[src/rtl/tx_mod_if.sv]
// rtl/tx_mod_if.sv - request/done handshake between the interface block and tx_mod
interface tx_mod_if #(
  parameter int NB_DATA = 8
);
  logic               i_tx_start;
  logic [NB_DATA-1:0] i_din;
  logic               o_tx_done_tick;
  logic               o_busy;

  modport slave (
    input  i_tx_start,
    input  i_din,
    output o_tx_done_tick,
    output o_busy
  );

  modport master (
    output i_tx_start,
    output i_din,
    input  o_tx_done_tick,
    input  o_busy
  );
endinterface

[src/rtl/tx_mod.sv]
// rtl/tx_mod.sv - UART transmitter, 16x oversampled, LSB first, no parity
module tx_mod #(
  parameter int NB_DATA = 8,
  parameter int NB_STOP = 1,
  parameter int SB_TICK = 16
) (
  input  logic    i_clk,
  input  logic    i_reset,
  input  logic    i_s_tick,
  output logic    o_tx,
  tx_mod_if.slave bus
);
  localparam int S_W = (SB_TICK * NB_STOP > 1) ? $clog2(SB_TICK * NB_STOP) : 1;
  localparam int N_W = (NB_DATA > 1) ? $clog2(NB_DATA) : 1;
  localparam logic [S_W-1:0] S_BIT_LAST  = S_W'(SB_TICK - 1);
  localparam logic [S_W-1:0] S_STOP_LAST = S_W'(SB_TICK * NB_STOP - 1);
  localparam logic [N_W-1:0] N_LAST      = N_W'(NB_DATA - 1);

  typedef enum logic [1:0] {IDLE, START, DATA, STOP} state_t;

  state_t             r_state;
  logic [S_W-1:0]     r_s;
  logic [N_W-1:0]     r_n;
  logic [NB_DATA-1:0] r_b;
  logic               r_tx;
  logic               r_done;
  logic               r_busy;

  // r_tx is loaded with the value of the state being entered so the line
  // changes in the same cycle as the state register.
  always_ff @(posedge i_clk or negedge i_reset) begin
    if (!i_reset) begin
      r_state <= IDLE;
      r_s     <= '0;
      r_n     <= '0;
      r_b     <= '0;
      r_tx    <= 1'b1;
      r_done  <= 1'b0;
      r_busy  <= 1'b0;
    end else begin
      r_done <= 1'b0;
      case (r_state)
        IDLE: begin
          r_tx <= 1'b1;
          if (bus.i_tx_start) begin
            r_b     <= bus.i_din;
            r_s     <= '0;
            r_state <= START;
            r_tx    <= 1'b0;
            r_busy  <= 1'b1;
          end
        end
        START: begin
          if (i_s_tick) begin
            if (r_s == S_BIT_LAST) begin
              r_s     <= '0;
              r_n     <= '0;
              r_state <= DATA;
              r_tx    <= r_b[0];
            end else begin
              r_s <= r_s + S_W'(1);
            end
          end
        end
        DATA: begin
          if (i_s_tick) begin
            if (r_s == S_BIT_LAST) begin
              r_s <= '0;
              r_b <= r_b >> 1;
              if (r_n == N_LAST) begin
                r_state <= STOP;
                r_tx    <= 1'b1;
              end else begin
                r_n  <= r_n + N_W'(1);
                r_tx <= r_b[1];
              end
            end else begin
              r_s <= r_s + S_W'(1);
            end
          end
        end
        STOP: begin
          if (i_s_tick) begin
            if (r_s == S_STOP_LAST) begin
              r_s     <= '0;
              r_state <= IDLE;
              r_done  <= 1'b1;
              r_busy  <= 1'b0;
            end else begin
              r_s <= r_s + S_W'(1);
            end
          end
        end
        default: begin
          r_state <= IDLE;
          r_tx    <= 1'b1;
          r_busy  <= 1'b0;
        end
      endcase
    end
  end

  assign o_tx               = r_tx;
  assign bus.o_tx_done_tick = r_done;
  assign bus.o_busy         = r_busy;
endmodule

[src/flat_wrapper.sv]
// flat-port wrapper written by rule: the top's interface ports become plain ports
module tx_mod_flat 
#(
  parameter int NB_DATA = 8,
  parameter int NB_STOP = 1,
  parameter int SB_TICK = 16
)
  (i_clk, i_reset, i_s_tick, o_tx, bus_i_tx_start, bus_i_din, bus_o_tx_done_tick, bus_o_busy);
  tx_mod_if #(.NB_DATA(NB_DATA)) bus_i ();
  input  logic i_clk;
  input  logic i_reset;
  input  logic i_s_tick;
  output logic o_tx;
  input wire logic [$bits(bus_i.i_tx_start)-1:0] bus_i_tx_start;
  input wire logic [$bits(bus_i.i_din)-1:0] bus_i_din;
  output wire logic [$bits(bus_i.o_tx_done_tick)-1:0] bus_o_tx_done_tick;
  output wire logic [$bits(bus_i.o_busy)-1:0] bus_o_busy;
  assign bus_i.i_tx_start = bus_i_tx_start;
  assign bus_i.i_din = bus_i_din;
  assign bus_o_tx_done_tick = bus_i.o_tx_done_tick;
  assign bus_o_busy = bus_i.o_busy;
  tx_mod #(.NB_DATA(NB_DATA), .NB_STOP(NB_STOP), .SB_TICK(SB_TICK)) u_core (.i_clk(i_clk), .i_reset(i_reset), .i_s_tick(i_s_tick), .o_tx(o_tx), .bus(bus_i));
endmodule
[config.mk]
export PLATFORM = sky130hd
export DESIGN_NAME = tx_mod_flat
export DESIGN_NICKNAME = d
export VERILOG_FILES = /design/src/rtl/tx_mod_if.sv /design/src/rtl/tx_mod.sv /design/src/flat_wrapper.sv
export SDC_FILE = /design/constraint.sdc
export NUM_CORES = 1
export LEC_CHECK = 0
export ABC_CLOCK_PERIOD_IN_PS = 4400
export BUFFER_PORTS_ARGS = -buffer_cell sky130_fd_sc_hd__buf_4
export CORE_MARGIN = 1
export CORE_UTILIZATION = 40
export CTS_CLUSTER_SIZE = 10
export DETAILED_ROUTE_END_ITERATION = 12
export PLACE_DENSITY = 0.64
export SKIP_CTS_REPAIR_TIMING = 1
export SLEW_MARGIN = 20
export SYNTH_ARGS = -nofsm -noshare
export SYNTH_HDL_FRONTEND = slang
export SYNTH_SLANG_ARGS = --single-unit
[constraint.sdc]
create_clock -name i_clk -period 4.4 [get_ports i_clk]
set_input_delay 0.44 -clock i_clk [delete_from_list [all_inputs] [get_ports i_clk]]
set_output_delay 0.44 -clock i_clk [all_outputs]
set_load 0.01 [all_outputs]
### Word level (Yosys, flattened, before mapping)

Index checks and enable logic that the tools add are counted.

| storage, ports and cells | value |
|---|---|
| register bits after elaboration | 20 |
| bits in latches | 0 |
| RAM bits | 0 |
| bits in read-only memories | 0 |
| input bits | 12 |
| output and inout port bits | 3 |
| word-level logic and storage cells | 73 |
| memories | 0 |

| cells by class | value |
|---|---|
| $add $sub $neg | 2 |
| multiply operators | 0 |
| div/mod/pow operators | 0 |
| $lt $le $gt $ge | 0 |
| equality and inequality tests | 15 |
| shifts and indexed selects | 0 |
| muxes and demuxes | 37 |
| bitwise logic cells | 0 |
| reduce and logical (&&, ||, !) cells | 12 |

Operators with widths:

| kind | count |
|---|---|
| 2-to-1 mux 8 bit | 3 |
| 2-to-1 mux 2 bit | 8 |
| case mux 8 bit (2 select lines) | 1 |
| 2-to-1 mux 3 bit | 5 |
| 2-to-1 mux 1 bit | 12 |
| 2-to-1 mux 4 bit | 3 |
| != test 2 x 1 -> 1 bit (second input constant) | 5 |
| != test 2 bit (second input constant) | 5 |
| case mux 2 bit (4 select lines) | 1 |
| case mux 4 bit (2 select lines) | 1 |
| AND reduction 4 bit | 2 |
| AND reduction 8 bit | 1 |
| case mux 3 bit (2 select lines) | 1 |
| AND reduction 6 bit | 1 |
| nonzero test 2 bit | 3 |
| AND reduction 5 bit | 1 |
| adder 4 x 1 -> 4 bit (second input constant) | 1 |
| == test 2 bit (second input constant) | 2 |
| == test 4 bit (second input constant) | 1 |
| adder 3 x 1 -> 3 bit (second input constant) | 1 |
| == test 3 bit (second input constant) | 1 |
| case mux 1 bit (3 select lines) | 1 |
| nonzero test 3 bit | 1 |
| OR reduction 3 bit | 1 |
| 4 further kinds | 4 |

### Longest topological paths before layout

| logic depth | value |
|---|---|
| depth in word-level cells | 5 |
| mapped depth | 8 |
| gate-level depth less buffers | 6 |

### Least setup slack after synthesis

Ideal clock, no wire load.

| path | value |
|---|---|
| kind | register to register |
| from | register u_core.r_state[0] |
| to | register u_core.r_b[0] |
| arrival time | 1.813 ns |
| data required time | 4.258 ns |
| slack | 2.445 ns |
| cell stages (with the launch flop) | 9 |
| path buffers | 2 |
| path through | dfrtp_1 -> inv_1 -> ha_1 -> nor2b_1 -> clkbuf_1 -> or4_1 -> clkbuf_2 -> o22ai_1 -> a211oi_1 |

| between the ends | value |
|---|---|
| word-level cells in the longest chain between the ends | 3 |
| elaborated cells on any way between the ends | 8 |
| those cells by class | eq/ne (4); mux (1); reduce/logical (3) |

Ends and longest elaborated chain:

| what | line | RTL |
|---|---|---|
| start: declaration | tx_mod.sv:21 | `state_t r_state;` |
| start signal: assignment | tx_mod.sv:33 | `r_state <= IDLE;` |
| start signal: assignment | tx_mod.sv:48 | `r_state <= START;` |
| start signal: assignment | tx_mod.sv:58 | `r_state <= DATA;` |
| == test 2 bit / logical NOT 2 bit (equally long branches) | tx_mod.sv:42 | `case (r_state)` |
| != test 2 x 1 -> 1 bit (no source line), or another cell as far along | n/a |  |
| AND reduction 4 bit (no source line) | n/a |  |
| end signal: assignment | tx_mod.sv:46 | `r_b <= bus.i_din;` |
| end signal: assignment | tx_mod.sv:69 | `r_b <= r_b >> 1;` |
| end: declaration | tx_mod.sv:24 | `logic [NB_DATA-1:0] r_b;` |

Parallel ways exist; a longest one is shown, timed or not.
A chain may end at the register's enable or synchronous reset.

### Worst setup path after layout

| path | value |
|---|---|
| from | register u_core.r_state[0] |
| to | register u_core.r_b[1] |

The elaborated chain is that of the path after synthesis.

==> results.md <==
- The portion of the clock cycle consumed by the worst path in the final layout is 56.9%.
- The die covers 3300 µm².
- The number of different library cells in the post-synthesis netlist is 38.
- The clock reaches the later pin of the worst-skew pair after ~0.3 ns.
- In the final layout, the share of cells above drive strength 1 is 19.1%.
- The worst hold path belongs to the class in -> reg.
- The final hold violation count came to 0.
- The setup check on the worst reg-to-reg path leaves a slack of 1.90 ns.
- The initial antenna violation count is 0.
- Detailed placement ended at an HPWL of 1810 µm.
- In this run the tool buffered the top-level ports with 14 buffer cells.
- By area, the combinational part of the netlist is dominated by simple AND/OR/NAND/NOR gates.
- The worst setup path is launched from a flip-flop.
- Entering global routing, the biggest net connects 25 pins.
- The first global-routing pass estimated approximately 4400 µm of wire.
- The synthesized design spends more area on one cell type than any other, namely dfrtp_1.
- Ranked by total cell area, the synthesized netlist is headed by dfrtp_1, ha_1, a211oi_1, nor2b_1, nor3_1.
- The synthesized netlist devotes 0% of its cell area to XOR and XNOR gates.
- For this run the aggregate overflow at the end of global routing stands at 0.
- The worst path arrival time is 2.66 ns.
- Setup repair after global routing left no endpoint under its margin.
- Across every metal layer, demand over resource in global routing totals 17.1%.
- TritonCTS built the clock tree.
- By instance count, the leading cell after synthesis is dfrtp_1.
- In this run the number of H-tree levels came out at 1.
- The kind of end point of the critical path is a flip-flop.
- The share of synthesized area occupied by flip-flops and latches is 40.8%.
- The share of total power dissipated in the clock network is between 10 and 15%.
- The commonest cells after synthesis are dfrtp_1, ha_1, nor2_1, nor3_1.
- The highest ir drop seen on vdd is 287 µV.
- The cell area after synthesis is 1230 µm².
- Excluding fillers, the count of instances in the completed layout stands at 172.
- Combinational logic burns 53.0% of the power.
- The synthesis-to-finish area growth is 13.1%.
- Averaged over all synthesized cells, the footprint is 9.53 µm².
- The transition time of the tightest slew-check pin is 0.752 ns.
- In this run the remaining antenna-violating nets after routing total 0.
- The worst register-to-register path has a depth of 6.
- The synthesized design contains 0 enable-type register cells.
- Clock skew on the completed layout was measured at 0.00367 ns.
- The multiplexer share of the synthesized area is between 5 and 6%.
- The clock slew at the register clock pins of the worst setup and hold paths is 0.12 ns.
- The number of global-route vias before repair is 969.
- The floorplan step set the die width to 57.5 µm.
- Before antenna repair, the detailed router went through 9 iterations.
- The total number of yosys warnings is 0.
- The sink count of the clock tree is 20.
- The total instance count after detailed placement is 167.
- The post-detailed-route DRC marker count is 1.
- Derived from the worst setup path, the maximum achievable clock frequency is between 300 and 400 MHz.
- The run finished, with violations left.
- The analysis attributes to net switching a power of 424 µW.
- For this block, the routed nets add up to 2570 µm of wire.
- The count of vias placed by the detailed router is 988.
- At the worst endpoint, the required time is 4.56 ns.
- Counting along the longest clock path gives a buffer depth of 2.
- The simple-gate share of the synthesized area is 20.2%.
- The floorplan step defined a core boundary enclosing roughly 2800 µm².
- The first routing iteration left 29 violations.
- The accumulated negative setup slack is 0 ns.
- The cell count after synthesis came out at 129.
- In this run the biggest area consumer among cell types represents 38.7% of the synthesized area.
- The share of async-settable or async-resettable flops after synthesis is 100%.
- The tree is rooted in a clkbuf_4.
- The worst hold path passes through 2 cells.
- The max-slew violation count was 0.
- The highest net fanout along the worst path is 24.
- After synthesis the netlist holds a flip-flop and latch count of 20.
- The global placement routability congestion is 0.923.
- The floorplan die height is 57.5 µm.
- The worst setup path is of the reg -> reg kind.
- In the synthesized netlist the dominant register cell turns out to be dfrtp_1.
- The number of nets in the synthesized netlist is 152.
- The final reports fail on design-rule violations.
- The worst register-to-register path ends at u_core.r_b[1]$_DFFE_PN0P_.
- The remaining max-slew budget at the tightest pin is between 40 and 50%.
- The endpoint with the worst hold slack is u_core.r_b[7]$_DFFE_PN0P_.
- The clock buffer count from CTS is 3.
- The time the final worst path needs with I/O delays and setup is ~2.5 ns.
- The number of placement rows is 19.
- The internal power consumption is 557 µW.
- Setup violations remaining at the end of the flow were counted as 0.
- During I/O placement, the number of pins put on the boundary was 15.
- In the final routed layout, each cell accounts on average for approximately 15 µm.
- The standby leakage power is 0.631 nW.
- The initial standard-cell utilization of the core is a little over two fifths.
- Net switching is 43.2% of the power.
- Registers are responsible for 35.8% of the overall power.
- The power per cell area is 705 nW/µm².
- The total inserted antenna cells is 0.
- The area share of fa/ha/maj cells after synthesis is 11.2%.
- The share of the synthesized area in compound gates (AO/OA/AOI/OAI) is 19.3%.
- The start point of the worst hold path is bus_i_din[7].
- The startpoint of the most critical register-to-register path is u_core.r_state[0]$_DFFE_PN0P_.
- The number of nets in the final layout is about 170.
- The tool flagged a number of max-cap violations equal to 0.
- The via density per instance is 5.74.
[logic make-up after synthesis]
family / count (synthesis)
AO/OA/AOI/OAI: 35
AND/OR/NAND/NOR: 47
multiplexers: 6
flip-flops: 20
adder cells (fa/ha/maj): 11
buffers and inverters: 10
[sequential cells by signal (all words and copies together) (netlist names)]
name,count
u_core.r_s,4
u_core.r_n,3
u_core.o_tx,1
u_core.r_b,8
u_core.r_state,2
u_core.bus.o_tx_done_tick,1
u_core.bus.o_busy,1
[placed cells by master, fill, tap and decap left out, drive strengths merged, types with 3 or more instances in the layout]
master	synthesis	layout
ha	11	11
nor2b	7	7
dfrtp	19	19
o21ai	8	8
clkbuf	6	4
inv	3	3
o31ai	3	3
buf	1	14
o22ai	6	6
nand2	7	7
nor2	10	10
nand2b	3	3
nand3	3	3
mux2	3	3
a211oi	6	6
nor3	9	9
mux2i	3	3
[power groups by stage]
stage	clock [mW]	combinational [mW]	sequential (mW)
4_1_cts	0.115	0.524	0.349
6_report	0.109	0.520	0.352
5_1_grt	0.121	0.589	0.364
3_5_place_dp	0	0.523	0.352
3_3_place_gp	0	0.503	0.347
2_1_floorplan	0	0.417	0.337
[area by class of cell]
cell class / instances / area, µm²
flip-flops and latches: 20 / 502
inverters: 3 / 11.3
fillers: 266 / 1440
clock buffers: 4 / 36.3
multi-input cells: 99 / 688
repair buffers: 15 / 115
well taps: 31 / 38.8
[routing by layer]
layer / share of wire (%) / up-vias / track usage (%)
met5: 0 / - / 0
met1: 48 / 462 / 22.1
met3: 4.9 / 4 / 5.67
met4: 1.3 / 0 / 4.88
met2: 46 / 24 / 27.2
li1: - / 498 / -
[worst max-delay path: stages (launching register included)]
cell	delay [ns]
dfrtp_1	0.46
inv_1	0.17
ha_1	0.67
nor2_1	0.20
or4_1	0.57
o22ai_1	0.18
a211oi_1	0.09
[through the flow]
stage               instance area [µm²]  util [%]  power, mW  setup WS, ns  hold slack [ns]
floorplan                          1230         -      0.754          2.45            0.144
global placement                   1350      47.5      0.850          2.04            0.339
detailed placement                 1350      47.5      0.875          1.91            0.340
CTS                                1380      48.8      0.988          1.89         -0.00853
global route                       1390      49.2       1.07          1.65            0.349
finish                             1390      49.2      0.981          1.90            0.358
[worst max-delay path by stage]
stage                                        startpoint                   endpoint  slack [ns]
after floorplan           u_core.r_state[0]$_DFFE_PN0P_  u_core.r_b[0]$_DFFE_PN0P_        2.45
after global placement    u_core.r_state[0]$_DFFE_PN0P_  u_core.r_b[4]$_DFFE_PN0P_        2.04
after detailed placement  u_core.r_state[0]$_DFFE_PN0P_  u_core.r_b[6]$_DFFE_PN0P_        1.91
after CTS                 u_core.r_state[0]$_DFFE_PN0P_  u_core.r_b[1]$_DFFE_PN0P_        1.89
after global routing      u_core.r_state[0]$_DFFE_PN0P_  u_core.r_b[1]$_DFFE_PN0P_        1.65
final                     u_core.r_state[0]$_DFFE_PN0P_  u_core.r_b[1]$_DFFE_PN0P_        1.90
Power figures use the tool's default switching activity.
